`src/rtl/md_enc_pkg.sv`:
```
// Shared definitions for the Mega Drive pad encoder: button bit positions,
// read-phase constants, the DB9 pin bundle and the idle-timeout length.
package md_enc_pkg;

  localparam int BTN_UP = 0;
  localparam int BTN_DW = 1;
  localparam int BTN_LF = 2;
  localparam int BTN_RG = 3;
  localparam int BTN_A  = 4;
  localparam int BTN_B  = 5;
  localparam int BTN_C  = 6;
  localparam int BTN_ST = 7;
  localparam int BTN_X  = 8;
  localparam int BTN_Y  = 9;
  localparam int BTN_Z  = 10;
  localparam int BTN_MD = 11;

  localparam logic [2:0] PH_IDLE = 3'd0;
  localparam logic [2:0] PH_ZERO = 3'd3;
  localparam logic [2:0] PH_EXT  = 3'd4;
  localparam logic [2:0] PH_ONES = 3'd5;

  typedef struct packed {
    logic p1;
    logic p2;
    logic p3;
    logic p4;
    logic p6;
    logic p9;
  } md_pins_t;

  function automatic int md_timeout_cycles(input int clk_freq, input int timeout_us);
    return clk_freq / 1000000 * timeout_us;
  endfunction

endpackage

```
`src/rtl/md_enc_channel.sv`:
```
// One pad port: p7 synchroniser, select-edge phase counter with idle timeout,
// and registered pin mapping. MD_ENC_SNAPSHOT_EN adds a per-frame button snapshot.
module md_enc_channel
  import md_enc_pkg::*;
#(
  parameter int CLK_FREQ    = 20000000,
  parameter int TIMEOUT_US  = 1500,
  parameter int SYNC_STAGES = 2
) (
  input  logic        clk,
  input  logic        rst,
  input  logic        p7,
  input  logic [11:0] buttons,
  input  logic        six_en,
  output logic [5:0]  pins,
  output logic        six_seen,
  output logic [2:0]  phase
);

  localparam int TC = md_timeout_cycles(CLK_FREQ, TIMEOUT_US);
  localparam int CW = $clog2(TC + 1);
  localparam logic [CW-1:0] TC_V = CW'(TC);

  logic [SYNC_STAGES-1:0] sync_q;
  logic                   sel;
  logic                   sel_d;
  logic                   sel_edge;
  logic [CW-1:0]          cnt;
  logic [CW-1:0]          cnt_next;
  logic                   expire;
  logic [2:0]             phase_base;
  logic [2:0]             phase_next;
  logic [11:0]            src;
  md_pins_t               map;

  assign sel      = sync_q[SYNC_STAGES-1];
  assign sel_edge = sel ^ sel_d;

`ifdef MD_ENC_SNAPSHOT_EN
  logic [11:0] snap;
  logic        snap_load;

  // The frame-opening edge uses live buttons so its own pins already match the new snapshot.
  assign snap_load = sel_edge && (phase_base == PH_IDLE);
  assign src       = snap_load ? buttons : snap;

  always_ff @(posedge clk) begin
    if (rst) begin
      snap <= buttons;
    end else if (snap_load) begin
      snap <= buttons;
    end
  end
`else
  assign src = buttons;
`endif

  // Expiry is folded in before the edge so a coincident edge starts a fresh frame at phase 1.
  always_comb begin
    expire     = (cnt == CW'(1));
    phase_base = expire ? PH_IDLE : phase;
    phase_next = phase_base;
    cnt_next   = cnt;
    if (sel_edge) begin
      phase_next = phase_base + 3'd1;
      cnt_next   = TC_V;
    end else if (cnt != '0) begin
      cnt_next = cnt - CW'(1);
    end
  end

  always_comb begin
    map = '1;
    if (sel) begin
      if (six_en && (phase_next == PH_EXT)) begin
        map = {src[BTN_Z], src[BTN_Y], src[BTN_X], src[BTN_MD], 1'b1, 1'b1};
      end else begin
        map = {src[BTN_UP], src[BTN_DW], src[BTN_LF], src[BTN_RG], src[BTN_B], src[BTN_C]};
      end
    end else if (six_en && (phase_next == PH_ZERO)) begin
      map = {4'b0000, src[BTN_A], src[BTN_ST]};
    end else if (six_en && (phase_next == PH_ONES)) begin
      map = {4'b1111, src[BTN_A], src[BTN_ST]};
    end else begin
      map = {src[BTN_UP], src[BTN_DW], 2'b00, src[BTN_A], src[BTN_ST]};
    end
  end

  always_ff @(posedge clk) begin
    if (rst) begin
      sync_q   <= '1;
      sel_d    <= 1'b1;
      phase    <= PH_IDLE;
      cnt      <= TC_V;
      pins     <= '1;
      six_seen <= 1'b0;
    end else begin
      sync_q   <= {sync_q[SYNC_STAGES-2:0], p7};
      sel_d    <= sel;
      phase    <= phase_next;
      cnt      <= cnt_next;
      pins     <= map;
      six_seen <= six_en && sel_edge && (phase_next == PH_EXT);
    end
  end

endmodule

```
`src/rtl/md_multi_encoder.sv`:
```
// Multi-port Mega Drive pad encoder: one md_enc_channel per DB9 port.
// Define MD_ENC_SNAPSHOT_EN for frame-coherent button snapshots.
module md_multi_encoder
  import md_enc_pkg::*;
#(
  parameter int CHANNELS    = 2,
  parameter int CLK_FREQ    = 20000000,
  parameter int TIMEOUT_US  = 1500,
  parameter int SYNC_STAGES = 2
) (
  input  logic                    clk,
  input  logic                    rst,
  input  logic [CHANNELS-1:0]     p7,
  input  logic [12*CHANNELS-1:0]  buttons,
  input  logic [CHANNELS-1:0]     six_en,
  output logic [CHANNELS-1:0]     p1,
  output logic [CHANNELS-1:0]     p2,
  output logic [CHANNELS-1:0]     p3,
  output logic [CHANNELS-1:0]     p4,
  output logic [CHANNELS-1:0]     p6,
  output logic [CHANNELS-1:0]     p9,
  output logic [CHANNELS-1:0]     six_seen,
  output logic [3*CHANNELS-1:0]   dbg_phase
);

  for (genvar i = 0; i < CHANNELS; i++) begin : g_ch
    md_pins_t pins;

    md_enc_channel #(
      .CLK_FREQ    (CLK_FREQ),
      .TIMEOUT_US  (TIMEOUT_US),
      .SYNC_STAGES (SYNC_STAGES)
    ) u_ch (
      .clk      (clk),
      .rst      (rst),
      .p7       (p7[i]),
      .buttons  (buttons[12*i +: 12]),
      .six_en   (six_en[i]),
      .pins     (pins),
      .six_seen (six_seen[i]),
      .phase    (dbg_phase[3*i +: 3])
    );

    assign p1[i] = pins.p1;
    assign p2[i] = pins.p2;
    assign p3[i] = pins.p3;
    assign p4[i] = pins.p4;
    assign p6[i] = pins.p6;
    assign p9[i] = pins.p9;
  end

endmodule

```
`config.mk`:
```
export PLATFORM = sky130hd
export DESIGN_NAME = md_multi_encoder
export DESIGN_NICKNAME = d
export VERILOG_FILES = /design/src/rtl/md_enc_pkg.sv /design/src/rtl/md_enc_channel.sv /design/src/rtl/md_multi_encoder.sv
export SDC_FILE = /design/constraint.sdc
export NUM_CORES = 1
export LEC_CHECK = 0
export BUFFER_PORTS_ARGS = -buffer_cell sky130_fd_sc_hd__buf_2
export CAP_MARGIN = 20
export CELL_PAD_IN_SITES_DETAIL_PLACEMENT = 1
export CELL_PAD_IN_SITES_GLOBAL_PLACEMENT = 1
export CORE_MARGIN = 3
export CORE_UTILIZATION = 42
export DETAILED_ROUTE_END_ITERATION = 6
export PLACE_DENSITY_LB_ADDON = 0.1
export RECOVER_POWER = 25
export REMOVE_ABC_BUFFERS = 1
export SLEW_MARGIN = 20
export SYNTH_ARGS = -nofsm -noshare
export SYNTH_HDL_FRONTEND = slang
export SYNTH_SLANG_ARGS = --single-unit
```
`constraint.sdc`:
```
create_clock -name clk -period 3.8 [get_ports clk]
set_input_delay 0.38 -clock clk [delete_from_list [all_inputs] [get_ports clk]]
set_output_delay 0.38 -clock clk [all_outputs]
set_load 0.01 [all_outputs]
```
==> flow_summary.ini <==
[worst_setup_path]
crit_fanout = 9
worstPathRequired_ns = 4.00
ff2ff_path_depth = 9
crit_type = register to register
endpoint_kind = register
cp_data_arrival_time_ns = 3.30
start_kind = register

[yosys]
synth_seq_cells = 56
syn_inst = 314
syn_area_um2 = 2800
yosysWarnings = 0
synthArstFlopShare_pct = 0
synth.avg_cell_area_um2 = 8.918
ys_types = 54
ys.flop_type = dfxtp_1
ys_seq_area_share_pct = 40.04
synth_edf_count = 0

[clocking]
clock_tree.root_cell = clkbuf_8
clk_pin_slew_ns = 0.10
cts_tree = done
htree_levels = 2
numCtsBuffers = 5
clk_path_buf_depth = 2
post_cts_buffers = 0
clock_latency_ns = 0.31
holdBufCountCts = 0
clock-sinks = 56
cts_resized = 0

[sta]
hold_viol = 0
min_period_over_period_pct = 81.63
fin_worst_skew_ns = 0.007772
relSlewSlack_pct = 23.00
setup_viol = 0
setup-tns-final_ns = 0
tightest_slew_ns = 1.155
rsz0062_at_grt = false
period_minus_slack_ns = 3.102
fmax_ghz = 0.3224
slew_viol_final = 0

[floorplanning]
die_w_um = 87.65
chipHeight_um = 87.65
placementRows = 29
ioPinCount = 50
start_util_pct = 43.60
die-area_um2 = 7683
coreArea_um2 = 6422

[global_routing]
grt_pass1_vias = 2411
antenna_found_initial = 0
globalRouteOverflowTotal = 0
grt_max_degree = 29
grt_usage_pct = 17.95
grt_pass1_wl_um = 11150

[hold_path]
holdPathStages = 2
hold_path.class = primary input to register

[power_and_ir_drop]
p_switching_mw = 0.3233
power_frac_comb_pct = 13.6
seqPwrFrac_pct = 54.4
p_sw_share_pct = 26.71
power_density_nw_per_um2 = 381.8
clock_power_share_pct = 32.0
p_leak_nw = 1.242
ir_drop_v = 0.0001840
p_int_mw = 0.8869

[layout]
final_core_utilization_pct = 49.35
antenna_cells = 0
drive_gt1_share_pct = 16.67
syn2layout_area_growth_pct = 13.18
layout.nets = 397

[route]
vias = 2359
wl_per_cell_um = 14.83
ant_nets = 0
drt-pass1-iter-count = 4
drc_errors = 0
vias_per_cell = 5.398
wl_um = 6482
drt_iter0_markers = 65

[placement]
place_congestion = 0.8124
portBuffers = 49
hpwl_um = 4844

[run_status]
status = complete, no violations

[flow_run]
cap_violations = 0
Yosys cell counts (2+ instances only):
cell type	number	area share [%]
nand2_1	32	4.3
nor3_1	15	2.7
a21oi_1	12	2.1
nand3b_1	3	0.80
nor3b_1	2	0.54
a21boi_0	2	0.54
clkbuf_1	6	0.80
buf_4	2	0.54
dfxtp_1	56	40
buf_2	2	0.36
nand3_1	7	1.3
o21ai_0	4	0.71
nand4b_1	3	0.94
ha_1	8	3.6
nor4_4	3	2.3
mux2i_1	7	2.5
or2_1	2	0.45
nor4b_1	6	1.9
a31oi_1	4	0.89
nand4_1	4	0.89
or3_1	4	0.89
inv_1	11	1.5
nand2b_1	6	1.3
a211oi_1	4	1.1
o31ai_1	2	0.54
o311a_1	4	1.4
nor2_1	38	5.1
or2_2	6	1.3
nor2b_1	2	0.45
nor4_1	5	1.1
xor2_1	11	3.4
xnor2_1	15	4.7
and3_1	4	0.89
o21bai_1	2	0.54
final timing paths:
| kind | start | to | slack (ns) |
|---|---|---|---|
| worst max-delay path | g_ch[0].u_ch.cnt[0] | g_ch[0].u_ch.pins[5] | 0.70 |
| worst max register to register | g_ch[0].u_ch.cnt[0] | g_ch[0].u_ch.pins[5] | 0.70 |
| worst min register to register | g_ch[0].u_ch.sync_q[0] | g_ch[0].u_ch.sync_q[1] | 0.42 |
| worst min-delay path | p7[1] | g_ch[1].u_ch.sync_q[0] | 0.25 |
worst max-delay path, cell delays in order (launching register included):
cell	delay, ns
dfxtp_1	0.46
ha_1	0.19
nor4b_1	0.45
nand4_2	0.30
and2_1	0.26
ha_1	0.32
nor4b_1	0.31
o211a_1	0.20
o22ai_2	0.14
o311a_1	0.37
routing by layer:
layer / wire [um] / global-route usage (%)
met2: 2925 / 29.79
met1: 3162 / 23.22
met5: 0 / 0
met4: 78 / 4.742
met3: 315 / 4.516
state kept, by name, summed over array words and instances, names as in the netlist:
| register | flops |
|---|---|
| g_ch.u_ch.cnt | 30 |
| g_ch.u_ch.phase | 6 |
| g_ch.u_ch.sync_q | 4 |
| g_ch.u_ch.pins | 12 |
| g_ch.u_ch.sel_d | 2 |
| g_ch.u_ch.six_seen | 2 |
placed cells by master (no fill, tap or decap), types with 2 or more instances in the layout:
cell type and count:
dfxtp_1 56, nor2_1 38, buf_2 35, nand2_1 32
nor3_1 15, xnor2_1 15, clkbuf_1 15, a21oi_1 12
inv_1 11, xor2_1 11, ha_1 8, nand3_1 7
mux2i_1 7, nor4b_1 6, nand2b_1 6, or2_2 6
nor4_1 5, clkbuf_8 5, or3_1 4, and3_1 4
nand4_1 4, o311a_1 4, a211oi_1 4, a31oi_1 4
o21ai_0 4, nor4_4 3, nand4b_1 3, nand3b_1 3
o31ai_1 2, nor3b_1 2, a21boi_0 2, nor2b_1 2
or2_1 2, o21bai_1 2
per-stage QoR:
step	power, mW	instance area, um^2	setup slack (ns)	hold slack, ns	std cells
2_1_floorplan	0.7725	2738	1.137	0.3895	303
3_3_place_gp	0.8338	3079	0.9111	0.3926	429
3_5_place_dp	0.8391	3079	0.8250	0.4012	429
4_1_cts	1.238	3187	0.6503	0.2300	437
5_1_grt	1.289	3169	0.4412	0.2343	437
6_report	1.210	3169	0.6981	0.2488	437
power groups by stage:
stage | combinational, mW | sequential (mW) | clock [mW]
finish | 0.164 | 0.658 | 0.388
global route | 0.187 | 0.664 | 0.438
CTS | 0.170 | 0.658 | 0.410
detailed placement | 0.169 | 0.670 | 0
global placement | 0.164 | 0.670 | 0
floorplan | 0.105 | 0.667 | 0
cell type report:
type | instances | area, um^2
well taps | 77 | 96.34
inverters | 11 | 41.29
multi-input cells | 236 | 1575
clock buffers | 6 | 72.57
flip-flops and latches | 56 | 1121
repair buffers | 49 | 227.7
clock inverters | 2 | 35.03
fillers | 770 | 3253
logic make-up (layout without fill, tap and decap cells):
group	count (synthesis)	in the layout	synth area share, %
multiplexers	8	8	2.904
buffers and inverters	22	68	3.708
flip-flops	56	56	40.04
AO/OA/AOI/OAI	44	44	11.44
adder cells (fa/ha/maj)	8	8	3.575
XOR/XNOR	26	26	8.132
AND/OR/NAND/NOR	150	150	30.21
No activity file was read; power rests on OpenSTA's default activity.
